## config.mk

```make
export PLATFORM = sky130hd
export DESIGN_NAME = imm_extend_stage
export DESIGN_NICKNAME = d
export VERILOG_FILES = /design/src/rtl/imm_extend_stage.sv
export SDC_FILE = /design/constraint.sdc
export NUM_CORES = 1
export LEC_CHECK = 0
export CAP_MARGIN = 15
export CORE_MARGIN = 2
export CORE_UTILIZATION = 52
export CTS_CLUSTER_SIZE = 12
export DETAILED_ROUTE_END_ITERATION = 16
export GPL_TIMING_DRIVEN = 0
export PLACE_DENSITY = 0.82
export SLEW_MARGIN = 20
export SYNTH_ARGS = -nofsm -noshare
export SYNTH_HDL_FRONTEND = slang
export SYNTH_SLANG_ARGS = --single-unit
```

## constraint.sdc

```tcl
create_clock -name clk -period 2.04 [get_ports clk]
set_input_delay 0.612 -clock clk [delete_from_list [all_inputs] [get_ports clk]]
set_output_delay 0.612 -clock clk [all_outputs]
set_load 0.1 [all_outputs]
```

## src/rtl/imm_extend_stage.sv

```systemverilog
// Immediate extension stage: sign/zero/upper/branch widening of an instruction
// immediate, registered behind a valid/ready handshake with a two-entry skid buffer.
module imm_extend_stage #(
  parameter int unsigned IN_W     = 16,
  parameter int unsigned OUT_W    = 32,
  parameter int unsigned BR_SHIFT = 2,
  parameter int unsigned TAG_W    = 5
) (
  input  logic             clk,
  input  logic             reset,
  input  logic             in_valid,
  output logic             in_ready,
  input  logic [IN_W-1:0]  in_imm,
  input  logic [1:0]       in_mode,
  input  logic [TAG_W-1:0] in_tag,
  output logic             out_valid,
  input  logic             out_ready,
  output logic [OUT_W-1:0] out_data,
  output logic [TAG_W-1:0] out_tag
);

  localparam int unsigned PAD_W = OUT_W - IN_W;

  if (IN_W < 2 || IN_W > OUT_W || BR_SHIFT >= OUT_W) begin : g_param_err
    initial $error("imm_extend_stage: illegal parameters IN_W=%0d OUT_W=%0d BR_SHIFT=%0d",
                   IN_W, OUT_W, BR_SHIFT);
  end

  typedef enum logic [1:0] {
    EMPTY = 2'd0,
    ONE   = 2'd1,
    FULL  = 2'd2
  } state_t;

  state_t             state;
  state_t             state_next;
  logic [OUT_W-1:0]   zext;
  logic [OUT_W-1:0]   sext;
  logic [OUT_W-1:0]   ext_data;
  logic [OUT_W-1:0]   skid_data;
  logic [TAG_W-1:0]   skid_tag;
  logic               accept;
  logic               load_out_in;
  logic               load_out_skid;
  logic               load_skid;

  // Combinational extension of the incoming immediate
  always_comb begin
    zext     = OUT_W'(in_imm);
    sext     = OUT_W'($signed(in_imm));
    ext_data = sext;
    case (in_mode)
      2'd0: ext_data = sext;
      2'd1: ext_data = zext;
      2'd2: ext_data = zext << PAD_W;
      2'd3: ext_data = sext << BR_SHIFT;
      default: ext_data = sext;
    endcase
  end

  assign accept = in_valid & in_ready;

  // Occupancy next-state and datapath load selects
  always_comb begin
    state_next    = state;
    load_out_in   = 1'b0;
    load_out_skid = 1'b0;
    load_skid     = 1'b0;
    case (state)
      EMPTY: begin
        if (accept) begin
          state_next  = ONE;
          load_out_in = 1'b1;
        end
      end
      ONE: begin
        if (accept && out_ready) begin
          load_out_in = 1'b1;
        end else if (accept) begin
          state_next = FULL;
          load_skid  = 1'b1;
        end else if (out_ready) begin
          state_next = EMPTY;
        end
      end
      FULL: begin
        if (out_ready) begin
          state_next    = ONE;
          load_out_skid = 1'b1;
        end
      end
      default: state_next = EMPTY;
    endcase
  end

  // State and handshake flags; in_ready is a flop so out_ready never reaches it combinationally
  always_ff @(posedge clk) begin
    if (reset) begin
      state     <= EMPTY;
      in_ready  <= 1'b1;
      out_valid <= 1'b0;
    end else begin
      state     <= state_next;
      in_ready  <= (state_next != FULL);
      out_valid <= (state_next != EMPTY);
    end
  end

  // Output and skid registers
  always_ff @(posedge clk) begin
    if (reset) begin
      out_data  <= '0;
      out_tag   <= '0;
      skid_data <= '0;
      skid_tag  <= '0;
    end else begin
      if (load_out_in) begin
        out_data <= ext_data;
        out_tag  <= in_tag;
      end else if (load_out_skid) begin
        out_data <= skid_data;
        out_tag  <= skid_tag;
      end
      if (load_skid) begin
        skid_data <= ext_data;
        skid_tag  <= in_tag;
      end
    end
  end

endmodule

```

==> impl_metrics.toml, run 1 <==
[floorplanning]
die_h_um = 87.58
ioPinCount = 66
die_area_mm2 = 0.007669
die_w_um = 87.58
coreArea_mm2 = 0.006794
placementRows = 30
start_util = 0.5346

[synth]
synth_flop_cell = "dfxtp_1"
synth_common_cells = "dfxtp_1 (78), nand2_1 (43), nor2_1 (39)"
syn_inst = 405
syn_area_mm2 = 0.003632
ys_ff_latch = 78
synth_area_leaders = "dfxtp_1 (43%), a221oi_1 (6.8%), a211oi_2 (6.2%)"
synth_cell_types = 32
yosys.cell_count.top_type = "dfxtp_1"
avgSynthCellArea_um2 = 8.968
synth_edf_count = 0
yosysWarningCount = 0
ys_seq_area_frac = 0.4299
synthArstFlopShare = 0
synth_top_area_share = 0.4299
syn_nets = 432
synth_largest_area_cell = "dfxtp_1"

[power]
p_leak_nw = 1.577
p_per_area_mw_per_mm2 = 835.4
ir_drop_v = 0.0003924

[critical_path]
critical_path.max_fanout = 10
worstSetupEndpointType = "flip-flop"
reg2reg_slack_ns = 0.40
worstSetupStartpointType = "input pin"
setup.worst_path.start = "in_valid"
critical_path_class = "in2reg"
cp.arrival_ns = 2.17
required_ns = 2.26
reg2reg_from = "state[1]"

[global_routing]
use_met3 = 0.06598
antenna_found_initial = 0
use_met1 = 0.3386
grt_overflow = 0
grt_pass1_vias = 3231
grt_use_met2 = 0.4373
busiest_layer = "met2"
grt_pass1_wl_um = 15860
grtUsageTotal = 0.2714
grt_max_degree = 14

[cts]
cts_sinks = 78
postCtsHoldBufs = 0
clk_pin_slew_ns = 0.08
numCtsBuffers = 9
cts_buffer_depth = 2
cts_root_buffer = "clkbuf_8"
ctsHtreeMaxLevel = 3
insertion_delay_ns = 0.37
cts_tree = "yes"

[detailed_routing]
drcViolationCount = 0
drt-total-wl_um = 10050
via_count = 3381
antenna_left = 0
viasPerCell = 5.839
routedWlPerCell_um = 17.36
drt_iter0_drc = 369
dr.pass1.iters = 5

[placed_design]
dp.cells = 563
gp_congestion = 0.9796
dp_hpwl_um = 7150
port_buffers = 62

[sta]
fin_hold_ws_ns = 0.4709
tightest_slew_ns = 0.7146
fin_crit_ns = 1.955
setup_viol = 0
slew_violations = 0
finalSetupTns_ns = 0
rsz0062_at_grt = "no"
slew_headroom = 0.5236
final_hold_viol_count = 0
skew_ns = 0.008208
fmax_mhz = 511.5
fin_crit_sh = 0.9583

[status]
status = "finished clean"

[flow_run]
max-cap-violations = 0

[min_path]
hp-class = "reg2reg"
min_from = "out_data[1]"

[final_layout]
n_antenna_cell = 0
multi_input_area_mm2 = 0.001828
fin_nets = 505
areaGrowthSynthToFinish_pct = 27.28
fin_cells = 579
seqCellArea_mm2 = 0.001563
fillers = 539
drive_gt1_frac = 0.2712
[layout make-up]
type,instances,area share
repair buffers,62,0.1448
clock buffers,10,0.02760
plain buffers,40,0.04574
clock inverters,6,0.01353
flip-flops and latches,78,0.3380
inverters,11,0.008931
well taps,96,0.02598
multi-input cells,276,0.3954
[kinds of logic after synthesis]
logic type      count (synthesis)  synth area share
mux                            16           0.04616
compound gates                146            0.3121
buf+inv                        51           0.06855
flops                          78            0.4299
simple gates                  114            0.1433
[power breakdown]
group | total (W) | internal [W] | switching (W)
Combinational | 0.00105 | 0.000291 | 0.000760
Clock | 0.00114 | 0.000561 | 0.000581
Sequential | 0.00167 | 0.00161 | 0.0000546
[per-stage QoR]
| step | utilization | cell area (um2) | total power [W] | setup WS [ns] |
|---|---|---|---|---|
| finish | 0.6805 | 4623 | 0.003862 | 0.08512 |
| detailed placement | 0.6438 | 4374 | 0.002760 | -0.3300 |
| floorplan | - | 3633 | 0.002480 | 0.3032 |
| CTS | 0.6790 | 4613 | 0.003852 | 0.05710 |
| global placement | 0.6438 | 4374 | 0.002742 | -0.2885 |
| global route | 0.6805 | 4623 | 0.003985 | 0.002704 |
[worst paths after layout]
| path | endpoint | cells after the start |
|---|---|---|
| worst min-delay path | out_data[1] | 2 |
| worst max register to register | out_data[4] | 5 |
| worst min register to register | out_data[1] | 2 |
| worst max-delay path | out_data[4] | 6 |
[repair_timing]
action,CTS,global route
endpoints found under the setup margin,39,15
gates resized for setup,117,4
pin swaps,0,1
buffers inserted,0,0
gates cloned,0,0
[critical path, stage by stage]
cell and delay [ns]:
clkdlybuf4s50_1 0.49, and3b_2 0.25, nand2_1 0.14, buf_2 0.23
a221oi_1 0.36, a211oi_2 0.10
[per-layer routing]
metal | vias up | routed length, um
met3 | 36 | 723
li1 | 1611 | -
met4 | 0 | 348
met2 | 159 | 4663
met5 | - | 0
met1 | 1575 | 4313
[flip-flops by register name, summed over array words and instances, names as in the netlist]
register   flops
state          2
out_data      32
skid_tag       5
in_ready       1
out_tag        5
skid_data     32
out_valid      1
[layout by cell type, fill, tap and decap left out, types with 3 or more instances in the layout]
cell,Yosys,final
dfxtp_1,78,77
nand2_1,43,43
nor2_1,39,39
clkdlybuf4s15_2,0,39
a21oi_1,34,34
a221oi_1,28,27
clkdlybuf4s50_1,0,23
a21oi_2,19,19
buf_2,19,18
a211oi_2,18,18
a211oi_1,16,16
nor3_1,14,14
clkbuf_1,12,12
inv_1,11,11
o21ai_0,10,10
mux2i_1,10,10
o22ai_1,10,10
clkbuf_8,0,9
nand2b_1,8,8
mux2_2,6,6
a22oi_1,5,5
nor2b_1,3,3
buf_6,3,3
buf_4,3,3
buf_1,3,3
clkinvlp_4,0,3
No activity file was read; power rests on OpenSTA's default activity.
==> inputs of run 2 (changes only) <==
--- a/config.mk
+++ b/config.mk
@@ -6,6 +6,7 @@
 export NUM_CORES = 1
 export LEC_CHECK = 0
 export CAP_MARGIN = 15
+export CORE_ASPECT_RATIO = 1.2
 export CORE_MARGIN = 2
 export CORE_UTILIZATION = 52
 export CTS_CLUSTER_SIZE = 12
==> impl_metrics.toml, run 2 (synthesis results as in run 1) <==
[status]
status = "finished clean"

[detailed_routing]
drcViolationCount = 0
antenna_left = 0
viasPerCell = 5.946
via_count = 3383
drt_iter0_drc = 266
routedWlPerCell_um = 17.75
drt-total-wl_um = 10100
dr.pass1.iters = 5

[cts]
insertion_delay_ns = 0.36
post-cts-setup-buffers = 0
cts_root_buffer = "clkbuf_8"
cts_tree = "yes"
numCtsBuffers = 9
clk_pin_slew_ns = 0.08
cts_sinks = 78
ctsHtreeMaxLevel = 3
cts_buffer_depth = 2
postCtsHoldBufs = 0

[power]
p_per_area_mw_per_mm2 = 872.7
ir_drop_v = 0.0006514
swShare = 0.3372
seqPwrFrac = 0.411
p_clk_frac = 0.331
intPower_w = 0.002694
power_frac_comb = 0.258
total_power_w = 0.004064
p_leak_nw = 1.611
p_sw_w = 0.001370

[sta]
skew_ns = 0.009435
fin_crit_ns = 1.951
slew_headroom = 0.4956
fmax_mhz = 512.5
slew_violations = 0
final_hold_viol_count = 0
rsz0062_at_grt = "no"
fin_crit_sh = 0.9565
finalSetupTns_ns = 0
tightest_slew_ns = 0.7565
setup_viol = 0

[floorplanning]
ioPinCount = 66
placementRows = 33
coreArea_mm2 = 0.006813
die_w_um = 80.30
start_util = 0.5331
die_area_mm2 = 0.007673
die_h_um = 95.56

[critical_path]
critical_path_class = "in2reg"
critPathBufInv = 2
cp_top_family = "buffers and inverters"
crit_chain = "clkdlybuf4s50_1, and3b_2, nand2_1, buf_2, a221oi_1, a211oi_2"
cp.arrival_ns = 2.16
max_stage_delay_ns = 0.50
worstSetupEndpointType = "flip-flop"
required_ns = 2.25
critical_path.max_fanout = 10
cpMaxStageDelayCell = "clkdlybuf4s50_1"
worstSetupStartpointType = "input pin"

[global_routing]
grt_overflow = 0
grt_max_degree = 13
antenna_found_initial = 0
grt_pass1_wl_um = 16030
grt_pass1_vias = 3192
grtUsageTotal = 0.2759

[placed_design]
dp_hpwl_um = 7055
gp_congestion = 0.9559
port_buffers = 62
place_area_mm2 = 0.004363

[final_layout]
areaGrowthSynthToFinish_pct = 28.21
final_cell_mix = "dfxtp_1 (77), nand2_1 (43), nor2_1 (39), clkdlybuf4s15_2 (39), a21oi_1 (34)"
fin_area_mm2 = 0.004657
drive_gt1_frac = 0.2739
biggestRegsByFlops = "out_data (32), skid_data (32)"
n_antenna_cell = 0
layout_commonest_cell = "dfxtp_1"
fin_nets = 504

[flow_run]
max-cap-violations = 0

[min_path]
hp-class = "reg2reg"
-- run 2: worst paths after layout --
kind | start | endpoint | slack [ns] | depth (start not counted)
hold reg to reg | skid_data[8] | out_data[8] | 0.46 | 2
setup reg to reg | state[1] | out_data[14] | 0.40 | 5
setup / recovery | in_valid | out_data[14] | 0.09 | 6
hold / removal | skid_data[8] | out_data[8] | 0.46 | 2
-- run 2: tightest hold or removal path, cell delays in order (launching register included) --
cell and delay (ns):
dfxtp_1 0.31, nand2_1 0.05, a211oi_1 0.06
-- run 2: layer usage --
metal,wire length [um],vias to the layer above,global-route usage
met2,5000,124,0.4694
li1,-,1612,-
met5,0,-,0
met4,259,0,0.1186
met3,619,24,0.05587
met1,4222,1623,0.3373
-- run 2: cell type report --
cell class	instances	area (um2)
clock buffer	13	168.9
inverter	11	41.29
tap	87	108.9
buffer	39	212.7
multi-input combinational	276	1828
timing repair buffer	62	669.4
clock inverter	3	65.06
sequential	78	1563
fill	568	2156
-- run 2: stage by stage --
step	utilization	worst slack (ns)	hold WS, ns	std cells
CTS	0.6819	0.04620	0.4675	570
floorplan	-	0.3032	0.4407	405
global route	0.6836	0.009172	0.4850	569
detailed placement	0.6404	-0.3050	0.4569	554
global placement	0.6404	-0.2962	0.4479	554
finish	0.6836	0.08876	0.4616	569
-- run 2: power groups by stage --
stage	logic (W)	registers, W	clock network [W]
4_1_cts	0.00104	0.00167	0.00134
6_report	0.00105	0.00167	0.00135
3_5_place_dp	0.00106	0.00170	0
2_1_floorplan	0.000356	0.00212	0
3_3_place_gp	0.00105	0.00170	0
5_1_grt	0.00110	0.00168	0.00141
-- run 2: repair_timing --
action                                  in CTS  in global routing
gates resized for setup                    117                  6
endpoints found under the setup margin      39                 25
pin swaps                                    0                  1
gates cloned                                 0                  0
hold endpoints to repair                     0                  0
==> inputs of run 3 (changes only) <==
--- a/config.mk
+++ b/config.mk
@@ -6,13 +6,15 @@
 export NUM_CORES = 1
 export LEC_CHECK = 0
 export CAP_MARGIN = 15
+export CELL_PAD_IN_SITES_DETAIL_PLACEMENT = 2
+export CELL_PAD_IN_SITES_GLOBAL_PLACEMENT = 2
 export CORE_ASPECT_RATIO = 1.2
 export CORE_MARGIN = 2
-export CORE_UTILIZATION = 52
+export CORE_UTILIZATION = 32
 export CTS_CLUSTER_SIZE = 12
 export DETAILED_ROUTE_END_ITERATION = 16
 export GPL_TIMING_DRIVEN = 0
-export PLACE_DENSITY = 0.82
+export PLACE_DENSITY = 0.83
 export SLEW_MARGIN = 20
 export SYNTH_ARGS = -nofsm -noshare
 export SYNTH_HDL_FRONTEND = slang
==> impl_metrics.toml, run 3 (synthesis results as in run 1) <==
[cts]
cts_sinks = 78
ctsHtreeMaxLevel = 3
numCtsBuffers = 9
insertion_delay_ns = 0.35
cts_buffer_depth = 2
clk_pin_slew_ns = 0.06
postCtsHoldBufs = 0
cts_tree = "yes"
cts_root_buffer = "clkbuf_16"

[critical_path]
reg2reg_slack_ns = 0.39
worstSetupEndpointType = "flip-flop"
r2r_end = "out_data[28]"
critical_path.max_fanout = 10
worstSetupStartpointType = "input pin"
reg2reg_from = "state[1]"
critical_path_class = "in2reg"
required_ns = 2.23
cp.arrival_ns = 2.21
reg2reg_depth = 6

[detailed_routing]
dr.pass1.iters = 4
antenna_left = 0
drcViolationCount = 0
drt-total-wl_um = 13320
via_count = 3427
routedWlPerCell_um = 21.59
drt_iter0_drc = 154
viasPerCell = 5.554

[sta]
finalSetupTns_ns = 0
slew_headroom = 0.4838
tightest_slew_ns = 0.7743
rsz0062_at_grt = "yes"
fin_crit_ns = 2.019
slew_violations = 0
final_hold_viol_count = 0
skew_ns = 0.008086
setup_viol = 0
fmax_mhz = 495.3
fin_crit_sh = 0.9898

[final_layout]
layout_commonest_cell = "dfxtp_1"
multi_input_area_mm2 = 0.001941
areaGrowthSynthToFinish_pct = 36.86
biggestRegsByFlops = "out_data (32), skid_data (32)"
drive_gt1_frac = 0.3140
seqCellArea_mm2 = 0.001563
fillers = 1177
final_cell_mix = "dfxtp_1 (77), nand2_1 (43), nor2_1 (39), clkdlybuf4s15_2 (39), a21oi_1 (34)"
fin_nets = 506

[min_path]
min_from = "out_tag[0]"
min_to = "out_tag[0]"
hold_path_depth = 2
hp-class = "reg2reg"

[power]
power_frac_comb = 0.240
swShare = 0.3274
ir_drop_v = 0.0004500
p_sw_w = 0.001517
total_power_w = 0.004635
p_clk_frac = 0.399
intPower_w = 0.003117
p_leak_nw = 1.722
seqPwrFrac = 0.361
p_per_area_mw_per_mm2 = 932.3

[global_routing]
grt_pass1_wl_um = 20880
grt_pass1_vias = 3787
grt_overflow = 0
antenna_found_initial = 1
grt_max_degree = 14
grtUsageTotal = 0.2232

[flow_run]
max-cap-violations = 0

[floorplanning]
start_util = 0.3291
ioPinCount = 66
die_w_um = 101.3
die_h_um = 120.7
die_area_mm2 = 0.01222
placementRows = 42
coreArea_mm2 = 0.01104

[placed_design]
port_buffers = 62
dp_hpwl_um = 9255
gp_congestion = 0.8795

[status]
status = "finished clean"
[run 3: cell count changes in the layout (fill, tap and decap cells not counted), moves of 4 or more]
cell / before / now
a221oi_1: 27 / 10
a221oi_2: 1 / 18
buf_2: 18 / 13
buf_4: 2 / 6
clkbuf_16: 0 / 9
clkbuf_8: 12 / 0
[run 3: what timing repair did]
item | CTS | global route
gates resized for setup | 119 | 36
pin swaps | 0 | 1
buffers inserted | 0 | 2
setup endpoints to repair | 51 | 63
[run 3: worst max-delay path, cell delays in order]
cell	delay [ns]
clkdlybuf4s50_1	0.48
buf_4	0.18
inv_1	0.07
buf_2	0.20
buf_4	0.22
a221oi_1	0.32
nor3_1	0.12
[run 3: per-stage QoR]
| step | cell area, um2 | utilization | hold WS [ns] | setup slack, ns | instances |
|---|---|---|---|---|---|
| global route | 4969 | 0.4502 | 0.4934 | -0.05311 | 616 |
| finish | 4971 | 0.4505 | 0.4712 | 0.02083 | 617 |
| CTS | 4810 | 0.4358 | 0.4723 | 0.01332 | 615 |
| floorplan | 3633 | - | 0.4407 | 0.3032 | 405 |
| detailed placement | 4419 | 0.4005 | 0.4645 | -0.4192 | 599 |
| global placement | 4419 | 0.4005 | 0.4507 | -0.3385 | 599 |
[run 3: area by class of cell]
type / instances / area share
Multi-Input combinational cell: 276 / 0.3904
Timing Repair Buffer: 64 / 0.1377
Buffer: 39 / 0.04757
Sequential cell: 78 / 0.3144
Clock inverter: 6 / 0.02190
Clock buffer: 10 / 0.04606
Inverter: 11 / 0.008306
Antenna cell: 1 / 0.0005034
Tap cell: 132 / 0.03322
[run 3: routing by layer]
metal / global-route usage / share of wire / vias up
li1: - / - / 1624
met1: 0.2587 / 0.41 / 1709
met2: 0.4139 / 0.54 / 72
met3: 0.03526 / 0.037 / 22
met4: 0.06757 / 0.021 / 0
met5: 0 / 0 / -
[run 3: power by group through the flow]
stage	logic, W	registers, W	clock network (W)
global placement	0.00106	0.00170	0
finish	0.00111	0.00167	0.00185
detailed placement	0.00109	0.00171	0
global route	0.00117	0.00168	0.00192
CTS	0.00108	0.00167	0.00187
floorplan	0.000356	0.00212	0
[run 3: worst max-delay path by stage]
| stage | cells past startpoint | startpoint | end | slack [ns] |
|---|---|---|---|---|
| after floorplan | 6 | in_ready | out_data[10] | 0.30 |
| after global placement | 5 | out_ready | skid_data[27] | -0.34 |
| after detailed placement | 5 | out_ready | skid_data[29] | -0.42 |
| after CTS | 7 | in_mode[1] | skid_data[9] | 0.01 |
| after global routing | 6 | out_ready | out_data[30] | -0.05 |
| final | 7 | in_mode[1] | skid_data[6] | 0.02 |
==> RTL edit, RTL diff (flow settings as in run 1) <==
Re-encode `state_t` (3 states) as one-hot, 3 bits wide.
--- a/src/rtl/imm_extend_stage.sv
+++ b/src/rtl/imm_extend_stage.sv
@@ -27,8 +27,8 @@
   end
 
-  typedef enum logic [1:0] {
-    EMPTY = 2'd0,
-    ONE   = 2'd1,
-    FULL  = 2'd2
+  typedef enum logic [2:0] {
+    EMPTY = 3'b001,
+    ONE   = 3'b010,
+    FULL  = 3'b100
   } state_t;
 
Check against the original RTL: same outputs for any inputs over 4 cycles, from zero or initial values and one cycle with reset high; so few cycles prove little.
==> RTL edit against run 1 <==
- register-to-register slack worse by 0.08 ns
- sequential cell count up 1
- power down 0.87%
- wire length down 4.6%
- count of clock-buffer cells in the layout down 1
- synthesized area down 0.24%
- cell area up 2.4%
- setup slack worse by 0.034 ns
- critical path type unchanged
- critical endpoint is now out_data[23]
- largest power group unchanged
- highest routed layer unchanged
==> RTL edit: results (changes against run 1) <==
metric;value;unit;change
GR Layer Usage met2;0.415;;was 0.437
DP HPWL;6480;um;was 7150 um
CP max stage delay;0.53;ns;was 0.49 ns
Arrival @ worst endpoint;2.25;ns;was 2.17 ns
GR Layer Usage met1;0.336;;was 0.339
pin count of the biggest net entering global routing;15;;was 14
R2R setup slack;0.32;ns;was 0.40 ns
GRT met3 Usage;0.0398;;was 0.0660
met3 wire length;550;um;was 723 um
GPL Wtd Cong;0.866;;was 0.980
placed inst area;4370;um^2;about the same
outcome;finished clean;;unchanged
Resized cells post-CTS;128;;was 117
first-pass GRT wire length;15200;um;was 15900 um
Clock Latency Late Sink;0.35;ns;was 0.37 ns
DR WL/cell;17.7;um;was 17.4 um
vias;3161;;was 3381
# port buffers;64;;was 62
met2 wire length;4630;um;was 4660 um
measured slew at the worst slew-check pin;0.742;ns;was 0.715 ns
Syn Nets;407;;was 432
placed cell count;524;;was 563
top post-synthesis cells by area;dfxtp_1 (44%), a211oi_1 (11%), mux2i_1 (10%), mux2_2 (6.8%), nor2_1 (5.3%);;was dfxtp_1 (43%), a221oi_1 (6.8%), a211oi_2 (6.2%), a21oi_1 (4.7%), a21oi_2 (4.6%)
sequential share of the synthesized area;0.436;;was 0.430
Finished Layout Cells;541;;was 579
Synth Instances;380;;was 405
DR pass1 iterations;4;;was 5
clock skew;0.00578;ns;was 0.00821 ns
Sw Ratio;0.354;;was 0.361
RTL edit: worst paths after layout:
path	from	end	depth (start not counted)
max reg2reg	state[0]	out_data[23]	5
min	skid_tag[4]	skid_tag[4]	2
max	in_valid	out_data[23]	6
min reg2reg	skid_tag[4]	skid_tag[4]	2
RTL edit: worst max-delay path, delay by kind of cell:
kind            cells  cell delay, ns
simple gates        1            0.12
buf+inv             3            0.90
compound gates      2            0.60
RTL edit: logic make-up (layout without fill, tap and decap cells):
logic type / Yosys count / in the layout / share of synthesized area
buf+inv: 37 / 118 / 0.0549
flops: 79 / 79 / 0.436
compound gates: 96 / 96 / 0.183
simple gates: 102 / 102 / 0.133
mux: 66 / 66 / 0.192
RTL edit: final cells by class:
cell class	count	area (um^2)
Buffer	33	198
Inverter	4	15.0
Tap cell	80	100
Fill cell	535	2020
Timing Repair Buffer	65	702
Multi-Input combinational cell	264	1940
Sequential cell	79	1580
Clock buffer	9	124
Clock inverter	7	73.8
RTL edit: power by group through the flow:
stage | clock network [mW] | registers, mW | logic [mW]
after floorplan | 0 | 2.13 | 0.282
after global placement | 0 | 1.69 | 0.976
after detailed placement | 0 | 1.69 | 0.987
after CTS | 1.17 | 1.66 | 0.987
after global routing | 1.25 | 1.66 | 1.06
final | 1.16 | 1.66 | 1.01
RTL edit: metrics by stage:
stage | hold slack (ns) | setup WS (ns) | TNS, ns | power, mW
finish | 0.462 | 0.0514 | 0 | 3.83
global route | 0.485 | -0.0251 | -0.0464 | 3.97
floorplan | 0.436 | 0.215 | 0 | 2.41
global placement | 0.442 | -0.455 | -22.69 | 2.66
CTS | 0.465 | 0.00803 | 0 | 3.81
detailed placement | 0.454 | -0.485 | -25.39 | 2.68
